File: config.mk
export PLATFORM = sky130hd
export DESIGN_NAME = riscv_muldiv_unit
export DESIGN_NICKNAME = d
export VERILOG_FILES = /design/src/rtl/riscv_pkg.sv /design/src/rtl/riscv_muldiv_step.sv /design/src/rtl/riscv_muldiv_unit.sv
export SDC_FILE = /design/constraint.sdc
export NUM_CORES = 1
export LEC_CHECK = 0
export BUFFER_PORTS_ARGS = -buffer_cell sky130_fd_sc_hd__buf_4
export CAP_MARGIN = 25
export CORE_AREA = 10 10 196 152
export CTS_CLUSTER_SIZE = 8
export DETAILED_ROUTE_END_ITERATION = 16
export DIE_AREA = 0 0 206 162
export PLACE_DENSITY = 0.85
export SLEW_MARGIN = 20
export SYNTH_ARGS = -nofsm -noshare
export SYNTH_HDL_FRONTEND = slang
export SYNTH_SLANG_ARGS = --single-unit
File: constraint.sdc
create_clock -name clk -period 3.1 [get_ports clk]
set_input_delay 0.31 -clock clk [delete_from_list [all_inputs] [get_ports clk]]
set_output_delay 0.31 -clock clk [all_outputs]
set_load 0.05 [all_outputs]
File: src/rtl/riscv_pkg.sv
// Shared RV32 definitions: OP/M-extension encodings and the mul/div sequencer states.
package riscv_pkg;

  localparam logic [6:0] OPCODE_OP     = 7'b0110011;
  localparam logic [6:0] FUNCT7_MULDIV = 7'b0000001;

  localparam logic [2:0] F3_MUL    = 3'b000;
  localparam logic [2:0] F3_MULH   = 3'b001;
  localparam logic [2:0] F3_MULHSU = 3'b010;
  localparam logic [2:0] F3_MULHU  = 3'b011;
  localparam logic [2:0] F3_DIV    = 3'b100;
  localparam logic [2:0] F3_DIVU   = 3'b101;
  localparam logic [2:0] F3_REM    = 3'b110;
  localparam logic [2:0] F3_REMU   = 3'b111;

  typedef enum logic [1:0] {IDLE = 2'd0, CALC = 2'd1, FIN = 2'd2} md_state_e;

endpackage

File: src/rtl/riscv_muldiv_step.sv
// One radix-2 iteration: shift-add multiply or restoring divide on a {hi,lo} pair.
module muldiv_step #(
  parameter int WIDTH = 32
) (
  input  logic             is_div_i,
  input  logic [WIDTH-1:0] hi_i,
  input  logic [WIDTH-1:0] lo_i,
  input  logic [WIDTH-1:0] b_i,
  output logic [WIDTH-1:0] hi_o,
  output logic [WIDTH-1:0] lo_o
);

  logic [WIDTH:0]   sum;
  logic [WIDTH:0]   rem_t;
  logic [WIDTH-1:0] diff;
  logic             ge;

  always_comb begin
    sum   = {1'b0, hi_i} + (lo_i[0] ? {1'b0, b_i} : {(WIDTH+1){1'b0}});
    rem_t = {hi_i, lo_i[WIDTH-1]};
    ge    = (rem_t >= {1'b0, b_i});
    // partial remainder stays below the divisor, so the difference fits WIDTH bits
    diff  = rem_t[WIDTH-1:0] - b_i;
    if (is_div_i) begin
      hi_o = ge ? diff : rem_t[WIDTH-1:0];
      lo_o = {lo_i[WIDTH-2:0], ge};
    end else begin
      hi_o = sum[WIDTH:1];
      lo_o = {sum[0], lo_i[WIDTH-1:1]};
    end
  end

endmodule

File: src/rtl/riscv_muldiv_unit.sv
// Iterative RV32M multiply/divide unit: magnitudes in, BITS_PER_CYCLE steps per clock, sign fix-up in FIN.
module riscv_muldiv_unit
  import riscv_pkg::*;
#(
  parameter int WIDTH          = 32,
  parameter int BITS_PER_CYCLE = 1
) (
  input  logic             clk,
  input  logic             reset,
  input  logic             Start,
  input  logic             Kill,
  input  logic [2:0]       Op,
  input  logic [WIDTH-1:0] SrcA,
  input  logic [WIDTH-1:0] SrcB,
  input  logic [4:0]       RdIn,
  output logic             Busy,
  output logic             Done,
  output logic [WIDTH-1:0] Result,
  output logic [4:0]       RdOut
);

  localparam int N  = WIDTH / BITS_PER_CYCLE;
  localparam int CW = $clog2(N) + 1;

  md_state_e        state_q, state_d;
  logic [CW-1:0]    cnt_q, cnt_d;
  logic [2:0]       op_q, op_d;
  logic [WIDTH-1:0] hi_q, hi_d, lo_q, lo_d, b_q, b_d;
  logic             neg_q, neg_d, negr_q, negr_d;
  logic [4:0]       rdl_q, rdl_d, rd_q, rd_d;
  logic [WIDTH-1:0] res_q, res_d;
  logic             done_q, done_d;

  logic             a_neg, b_neg, is_div, b_zero, ovf;
  logic [WIDTH-1:0] a_abs, b_abs, quo, rem, res;
  logic [2*WIDTH-1:0] prod;

  logic [BITS_PER_CYCLE:0][WIDTH-1:0] hi_c, lo_c;

  assign hi_c[0] = hi_q;
  assign lo_c[0] = lo_q;

  for (genvar g = 0; g < BITS_PER_CYCLE; g++) begin : g_step
    muldiv_step #(.WIDTH(WIDTH)) u_step (
      .is_div_i (op_q[2]),
      .hi_i     (hi_c[g]),
      .lo_i     (lo_c[g]),
      .b_i      (b_q),
      .hi_o     (hi_c[g+1]),
      .lo_o     (lo_c[g+1])
    );
  end

  always_comb begin
    a_neg  = ((Op == F3_MULH) || (Op == F3_MULHSU) || (Op == F3_DIV) || (Op == F3_REM))
             && SrcA[WIDTH-1];
    b_neg  = ((Op == F3_MULH) || (Op == F3_DIV) || (Op == F3_REM)) && SrcB[WIDTH-1];
    a_abs  = a_neg ? -SrcA : SrcA;
    b_abs  = b_neg ? -SrcB : SrcB;
    is_div = Op[2];
    b_zero = (SrcB == '0);
    ovf    = is_div && !Op[0] && (SrcA == {1'b1, {(WIDTH-1){1'b0}}}) && (SrcB == '1);
  end

  // Sign fix-up and result select, consumed at the FIN edge
  always_comb begin
    prod = neg_q ? -{hi_q, lo_q} : {hi_q, lo_q};
    quo  = neg_q ? -lo_q : lo_q;
    rem  = negr_q ? -hi_q : hi_q;
    case (op_q)
      F3_MUL:                        res = prod[WIDTH-1:0];
      F3_MULH, F3_MULHSU, F3_MULHU:  res = prod[2*WIDTH-1:WIDTH];
      F3_REM, F3_REMU:               res = rem;
      default:                       res = quo;
    endcase
  end

  always_comb begin
    state_d = state_q;
    cnt_d   = cnt_q;
    op_d    = op_q;
    hi_d    = hi_q;
    lo_d    = lo_q;
    b_d     = b_q;
    neg_d   = neg_q;
    negr_d  = negr_q;
    rdl_d   = rdl_q;
    rd_d    = rd_q;
    res_d   = res_q;
    done_d  = 1'b0;
    case (state_q)
      IDLE: if (Start) begin
        op_d  = Op;
        rdl_d = RdIn;
        cnt_d = '0;
        b_d   = b_abs;
        // Fast-path results are preloaded raw, so sign correction is disabled
        if (is_div && b_zero) begin
          hi_d = SrcA; lo_d = '1; neg_d = 1'b0; negr_d = 1'b0; state_d = FIN;
        end else if (ovf) begin
          hi_d = '0; lo_d = SrcA; neg_d = 1'b0; negr_d = 1'b0; state_d = FIN;
        end else begin
          hi_d = '0; lo_d = a_abs; neg_d = a_neg ^ b_neg; negr_d = a_neg; state_d = CALC;
        end
      end
      CALC: begin
        hi_d  = hi_c[BITS_PER_CYCLE];
        lo_d  = lo_c[BITS_PER_CYCLE];
        cnt_d = cnt_q + 1'b1;
        if (cnt_q == CW'(N-1)) state_d = FIN;
      end
      FIN: begin
        res_d   = res;
        rd_d    = rdl_q;
        done_d  = 1'b1;
        state_d = IDLE;
      end
      default: state_d = IDLE;
    endcase
    if (Kill) begin
      state_d = IDLE;
      done_d  = 1'b0;
      res_d   = res_q;
      rd_d    = rd_q;
    end
  end

  always_ff @(posedge clk) begin
    if (!reset) begin
      state_q <= IDLE;
      cnt_q   <= '0;
      op_q    <= '0;
      hi_q    <= '0;
      lo_q    <= '0;
      b_q     <= '0;
      neg_q   <= 1'b0;
      negr_q  <= 1'b0;
      rdl_q   <= '0;
      rd_q    <= '0;
      res_q   <= '0;
      done_q  <= 1'b0;
    end else begin
      state_q <= state_d;
      cnt_q   <= cnt_d;
      op_q    <= op_d;
      hi_q    <= hi_d;
      lo_q    <= lo_d;
      b_q     <= b_d;
      neg_q   <= neg_d;
      negr_q  <= negr_d;
      rdl_q   <= rdl_d;
      rd_q    <= rd_d;
      res_q   <= res_d;
      done_q  <= done_d;
    end
  end

  assign Busy   = (state_q != IDLE);
  assign Done   = done_q;
  assign Result = res_q;
  assign RdOut  = rd_q;

endmodule

# Word-level counts from Yosys, hierarchy flattened
# Cells that the tools add are included.
dict set report classes {
  n_addsub 8
  order_cmp 1
  n_eq_ne 16
  mux 29
  bitwise 3
  n_reduce_logical 24
}
# op count
set ops {}
lappend ops {{2-to-1 mux 32 bit} 13}
lappend ops {{negation 32 bit} 4}
lappend ops {{one-hot mux 32 bit (2 select lines)} 2}
lappend ops {{one-hot mux 32 bit (3 select lines)} 1}
lappend ops {{equality test 32 bit, second input constant} 2}
lappend ops {{2-to-1 mux 64 bit} 1}
lappend ops {{negation 64 bit} 1}
lappend ops {{adder 32 x 33 -> 33 bit} 1}
lappend ops {{>= comparator 33 x 32 -> 1 bit} 1}
lappend ops {{zero test 32 bit} 1}
lappend ops {{subtractor 32 bit} 1}
lappend ops {{equality test 3 bit, second input constant} 4}
lappend ops {{one-hot mux 6 bit (2 select lines)} 1}
lappend ops {{equality test 3 x 2 -> 1 bit, second input constant} 3}
lappend ops {{2-to-1 mux 2 bit} 4}
lappend ops {{AND reduction 2 bit} 4}
lappend ops {{adder 6 x 1 -> 6 bit, second input constant} 1}
lappend ops {{equality test 3 x 1 -> 1 bit, second input constant} 2}
lappend ops {{equality test 6 x 5 -> 1 bit, second input constant} 1}
lappend ops {{logical AND 1 bit} 6}
lappend ops {{2-to-1 mux 6 bit} 1}
lappend ops {{logical OR 1 bit} 5}
lappend ops {{2-to-1 mux 1 bit} 5}
lappend ops {{inequality test 2 bit, second input constant} 2}
lappend ops {{other kinds (11)} 14}
dict set report totals {
  reg_bits 152
  out_inout_bits 39
}

# Longest topological paths before layout
dict set report depth {
  depth_word 10
  depth_mapped 14
  depth_no_buf 13
}

# By module
# From an unflattened synthesis, not the netlist that was laid out.
dict set report hier_totals {
  cells_unflattened 2012
  area_unflattened_um2 14689.1
}
# mod n_inst cells_each area_each_um2 seq_area_each_um2
set by_module_without_submodules {}
lappend by_module_without_submodules {riscv_muldiv_unit 1 1306 9800.6 3042.9}
lappend by_module_without_submodules {muldiv_step 1 706 4888.4 0.0}

# Worst setup path before layout
# No wires, ideal clock.
dict set report synth_path {
  path_type {register to register}
  from {register lo_q[0]}
  to {register hi_q[29]}
  arrival_ns 3.143
  setup_slack_ns -0.129
  stages_incl_launch_ff 14
  cell_sequence {dfxtp_1 clkinv_1 clkbuf_1 nor2_1 ha_1 o211ai_1 o211ai_1 a31oi_1 o31a_1 o31a_1 a311oi_1 o22ai_1 xor2_1 a211oi_1}
}
dict set report synth_via {
  elab_chain_cells 4
}
# element line
set synth_lines {}
lappend synth_lines {{from (decl)} riscv_muldiv_unit.sv:28} ;# logic [WIDTH-1:0] hi_q, hi_d, lo_q, lo_d, b_q, b_d;
lappend synth_lines {{from (signal assigned)} riscv_muldiv_unit.sv:147} ;# lo_q <= lo_d;
lappend synth_lines {{2-to-1 mux 32 bit} riscv_muldiv_step.sv:19} ;# sum = {1'b0, hi_i} + (lo_i[0] ? {1'b0, b_i} : {(WIDTH+1){1'b0}});
lappend synth_lines {{adder 32 x 33 -> 33 bit} riscv_muldiv_step.sv:19}
lappend synth_lines {{2-to-1 mux 32 bit} riscv_muldiv_step.sv:24} ;# if (is_div_i) begin
lappend synth_lines {{one-hot mux 32 bit (2 select lines)} riscv_muldiv_unit.sv:91} ;# case (state_q)
lappend synth_lines {{to (signal assigned)} riscv_muldiv_unit.sv:146} ;# hi_q <= hi_d;
lappend synth_lines {{to (decl)} riscv_muldiv_unit.sv:28}
# No other way between the ends.
# A chain may end at the register's enable or synchronous reset.

# Worst setup path after layout
dict set report layout_path {
  from {register b_q[3]}
  to {register hi_q[28]}
}
dict set report layout_via {
  elab_chain_cells 4
  elab_cells_between_ends 7
}
# element line
set layout_lines {}
lappend layout_lines {{from (decl)} riscv_muldiv_unit.sv:28}
lappend layout_lines {{from (signal assigned)} riscv_muldiv_unit.sv:135} ;# b_q <= '0;
lappend layout_lines {{from (signal assigned)} riscv_muldiv_unit.sv:148} ;# b_q <= b_d;
lappend layout_lines {{2-to-1 mux 32 bit, or another cell as far along} riscv_muldiv_step.sv:19}
lappend layout_lines {{adder 32 x 33 -> 33 bit or 2-to-1 mux 32 bit (tied branches)} {riscv_muldiv_step.sv:19, riscv_muldiv_step.sv:25}}
lappend layout_lines {{2-to-1 mux 32 bit *} riscv_muldiv_step.sv:24}
lappend layout_lines {{one-hot mux 32 bit (2 select lines) *} riscv_muldiv_unit.sv:91}
# Mark *: on every way between the ends. The rest lies on a longest branch, timed or not.

==> metrics <==
fmax=315 MHz; RSZ-0062 raised after global routing=yes; clock net sink count=152; smallest hold slack=109 ps; worst min path class=input pin to flip-flop; placed insts=2480; die height=162 um; Core Box Area=25800 um2; cells taking the most area after synthesis=dfxtp_1 21%, a21oi_1 6.7%, ha_1 6.1%; Mapped Nets=2080; Synth-to-Final Area Change=28.4%; GP Congestion=1.08; Synth Area per Inst=7.38 um2; # IOs=115; 1st-iter DRT viols=2524; Setup violations, final=14; Worst-path clk slew=80 ps; DR vias/cell=6.71; worst vdd ir=0.430 mV; Final HPWL DP=43.6 mm; Int Pwr=4.89 mW; H-tree depth=4; largest net degree at the start of global routing=57; Max Slew Vio Count=0; initial antenna violation count=0; Hold Buf Count CTS=0; final core occ=71.1%; final WL=59.1 mm; Worst EP arrival=3500 ps; Lkg Pwr=7.74 nW; Clock Skews=16.0 ps; GRT Util Overall=32.7%; switching power=3.06 mW; Hold Violations, Final=0; CTS Buf Count=17; pwr dens=434 nW/um2; slew of the pin with the lowest slew margin=1040 ps; Clock Tree Root=clkbuf_16; die area=33400 um2; Clk Latency, worst-skew pair=460 ps; failing checks=negative setup slack; port bufs=114; post-placement cell area=16900 um2; ys flop type=dfxtp_1; Post-synth EDFFs=0; Comb pwr share=43.0%; Reg2Reg Setup Slack=-80 ps; Setup WS post-layout=-76.2 ps; final net count=2319; number of global-route vias before repair=15500; via count=17000; Worst Setup Start Kind=flip-flop; Switching Fraction=38.4%; wire per inst=23.4 um; Cells after Synth=1932; DRT Pass-1 Iters=7; top cell type's share of synthesized area=21.3%; final instance area=18300 um2; mapped cell area=14300 um2; Critical Setup Path Class=flip-flop to flip-flop; site row count=51; synthesis warning total=0; sequential power share=28.0%; share of layout cells above drive strength 1=26.9%; register area share after synthesis=21.3%; chip width=206 um; post-route antenna net violation count=0; Period minus WS final=3180 ps; global-route wire length before repair=86.9 mm; Clock Power Share=28.9%; max_cap viols=0; Rel. slew slack=30.7%; post-synth top area cell=dfxtp_1; clk buf depth=2; post-synthesis cell type count=72; CTS tree=yes; fin crit share=102%; crit path max fanout=4; # fillers=2067; residual DRC count=0; Async SR Flop Fraction=0%; CP Data Required Time=3420 ps; GRT overflow=0; Initial Utilization=55.3%; Layout Cells excl Fill=2529; status=complete, but fails checks; post-route total power=7.95 mW; Worst Setup End Kind=flip-flop; #FFs+latches synth=152
-- power groups by stage --
stage	combinational, mW	clock, mW	sequential (mW)
after floorplan	1.82	0	2.23
after global placement	2.91	0	2.25
after detailed placement	2.97	0	2.25
after CTS	3.04	2.29	2.21
after global routing	3.61	2.38	2.24
final	3.42	2.30	2.23
-- stage by stage --
| stage | setup TNS, ps | worst slack, ps |
|---|---|---|
| finish | -540 | -76.2 |
| CTS | -2.48 | -2.48 |
| global route | -2880 | -209 |
| floorplan | 0 | 16.5 |
| detailed placement | -4090 | -358 |
| global placement | -2030 | -295 |
-- per-layer routing --
metal	part of all wire, %	routed length, um	up-vias	global-route usage, %
met2	42	24600	1321	47.1
met4	4.0	2380	0	11.2
li1	-	-	7577	-
met5	0	0	-	0
met3	14	8480	209	10.4
met1	40	23700	7856	44.7
-- worst max-delay path, cell delays in order, from the launching register on --
cell and delay [ps]:
dfxtp_1 340, inv_1 100, nor2_2 140, ha_2 310
a21o_1 200, a21oi_2 180, buf_4 140, a21oi_1 100
o211ai_1 410, buf_4 230, nand3_2 120, a21o_1 190
o21ai_1 210, mux2i_1 290, a21oi_1 100
-- area by class of cell --
class	instances	area (um2)	area share, %
Antenna cell	1	2.50	0.0137
Sequential cell	152	3060	16.7
Timing Repair inverter	1	6.26	0.0341
Timing Repair Buffer	362	2830	15.5
Multi-Input combinational cell	1576	11100	60.8
Clock buffer	20	457	2.49
Clock inverter	12	166	0.908
Inverter	61	234	1.28
Tap cell	344	430	2.35
-- cell usage in the layout, fill, tap and decap left out, drive strengths merged, types with 32 or more instances in the layout --
cell / n
buf: 362
nand2: 197
a21oi: 190
o21ai: 164
dfxtp: 152
nor2: 129
xnor2: 98
xor2: 88
ha: 70
inv: 64
mux2: 45
nand3: 45
a21o: 33
o221ai: 32
o211a: 32
-- cells in the mapped netlist, types with 14 or more instances --
cell / n
o211a_1: 32
nand4_1: 24
or4_1: 17
o211ai_1: 17
inv_1: 60
a221oi_1: 24
a211oi_1: 17
o22ai_1: 17
xor2_1: 88
nand2b_1: 16
o221ai_1: 32
or3_1: 25
nand2_1: 197
a31oi_1: 15
ha_1: 70
a21boi_0: 19
a21oi_1: 190
a21o_1: 33
nor2_1: 129
nor4_1: 22
nor3_1: 25
nor2b_1: 19
mux2_2: 45
o41ai_1: 14
xnor2_1: 98
dfxtp_1: 152
o31ai_1: 24
mux2i_1: 19
o21ai_0: 158
and2_1: 19
nand3_1: 45
clkbuf_1: 128
-- flip-flops by register name, indices dropped and copies added, names as in the netlist, 2 cells and up --
| name | flops |
|---|---|
| state_q | 2 |
| rdl_q | 5 |
| lo_q | 32 |
| b_q | 32 |
| hi_q | 32 |
| cnt_q | 6 |
| op_q | 3 |
| RdOut | 5 |
| Result | 32 |
-- worst paths after layout --
check / endpoint / cells past startpoint / start
max: hi_q[28]$_SDFFE_PN0P_ / 14 / b_q[3]$_SDFFE_PN0P_
min: rdl_q[0]$_SDFFE_PN0P_ / 3 / RdIn[0]
max reg2reg: hi_q[28]$_SDFFE_PN0P_ / 14 / b_q[3]$_SDFFE_PN0P_
min reg2reg: RdOut[3]$_SDFFE_PN0P_ / 2 / rdl_q[3]$_SDFFE_PN0P_
-- repair_timing --
| item | in CTS | in global routing |
|---|---|---|
| setup endpoints to repair | 33 | 38 |
| cloned | 0 | 2 |
| gates resized for setup | 38 | 132 |
| buffers inserted | 1 | 13 |
| pin swaps | 15 | 33 |
-- logic make-up (layout without fill, tap and decap cells) --
family | count (synthesis) | after routing | share of synthesized area, %
AO/OA/AOI/OAI | 659 | 659 | 30.0
XOR/XNOR | 186 | 186 | 11.4
adder cells (fa/ha/maj) | 72 | 72 | 6.42
buffers and inverters | 204 | 456 | 5.45
flip-flops | 152 | 152 | 21.3
multiplexers | 64 | 64 | 4.88
other | 0 | 1 | 0
AND/OR/NAND/NOR | 595 | 595 | 20.5
Power figures use the tool's default switching activity.
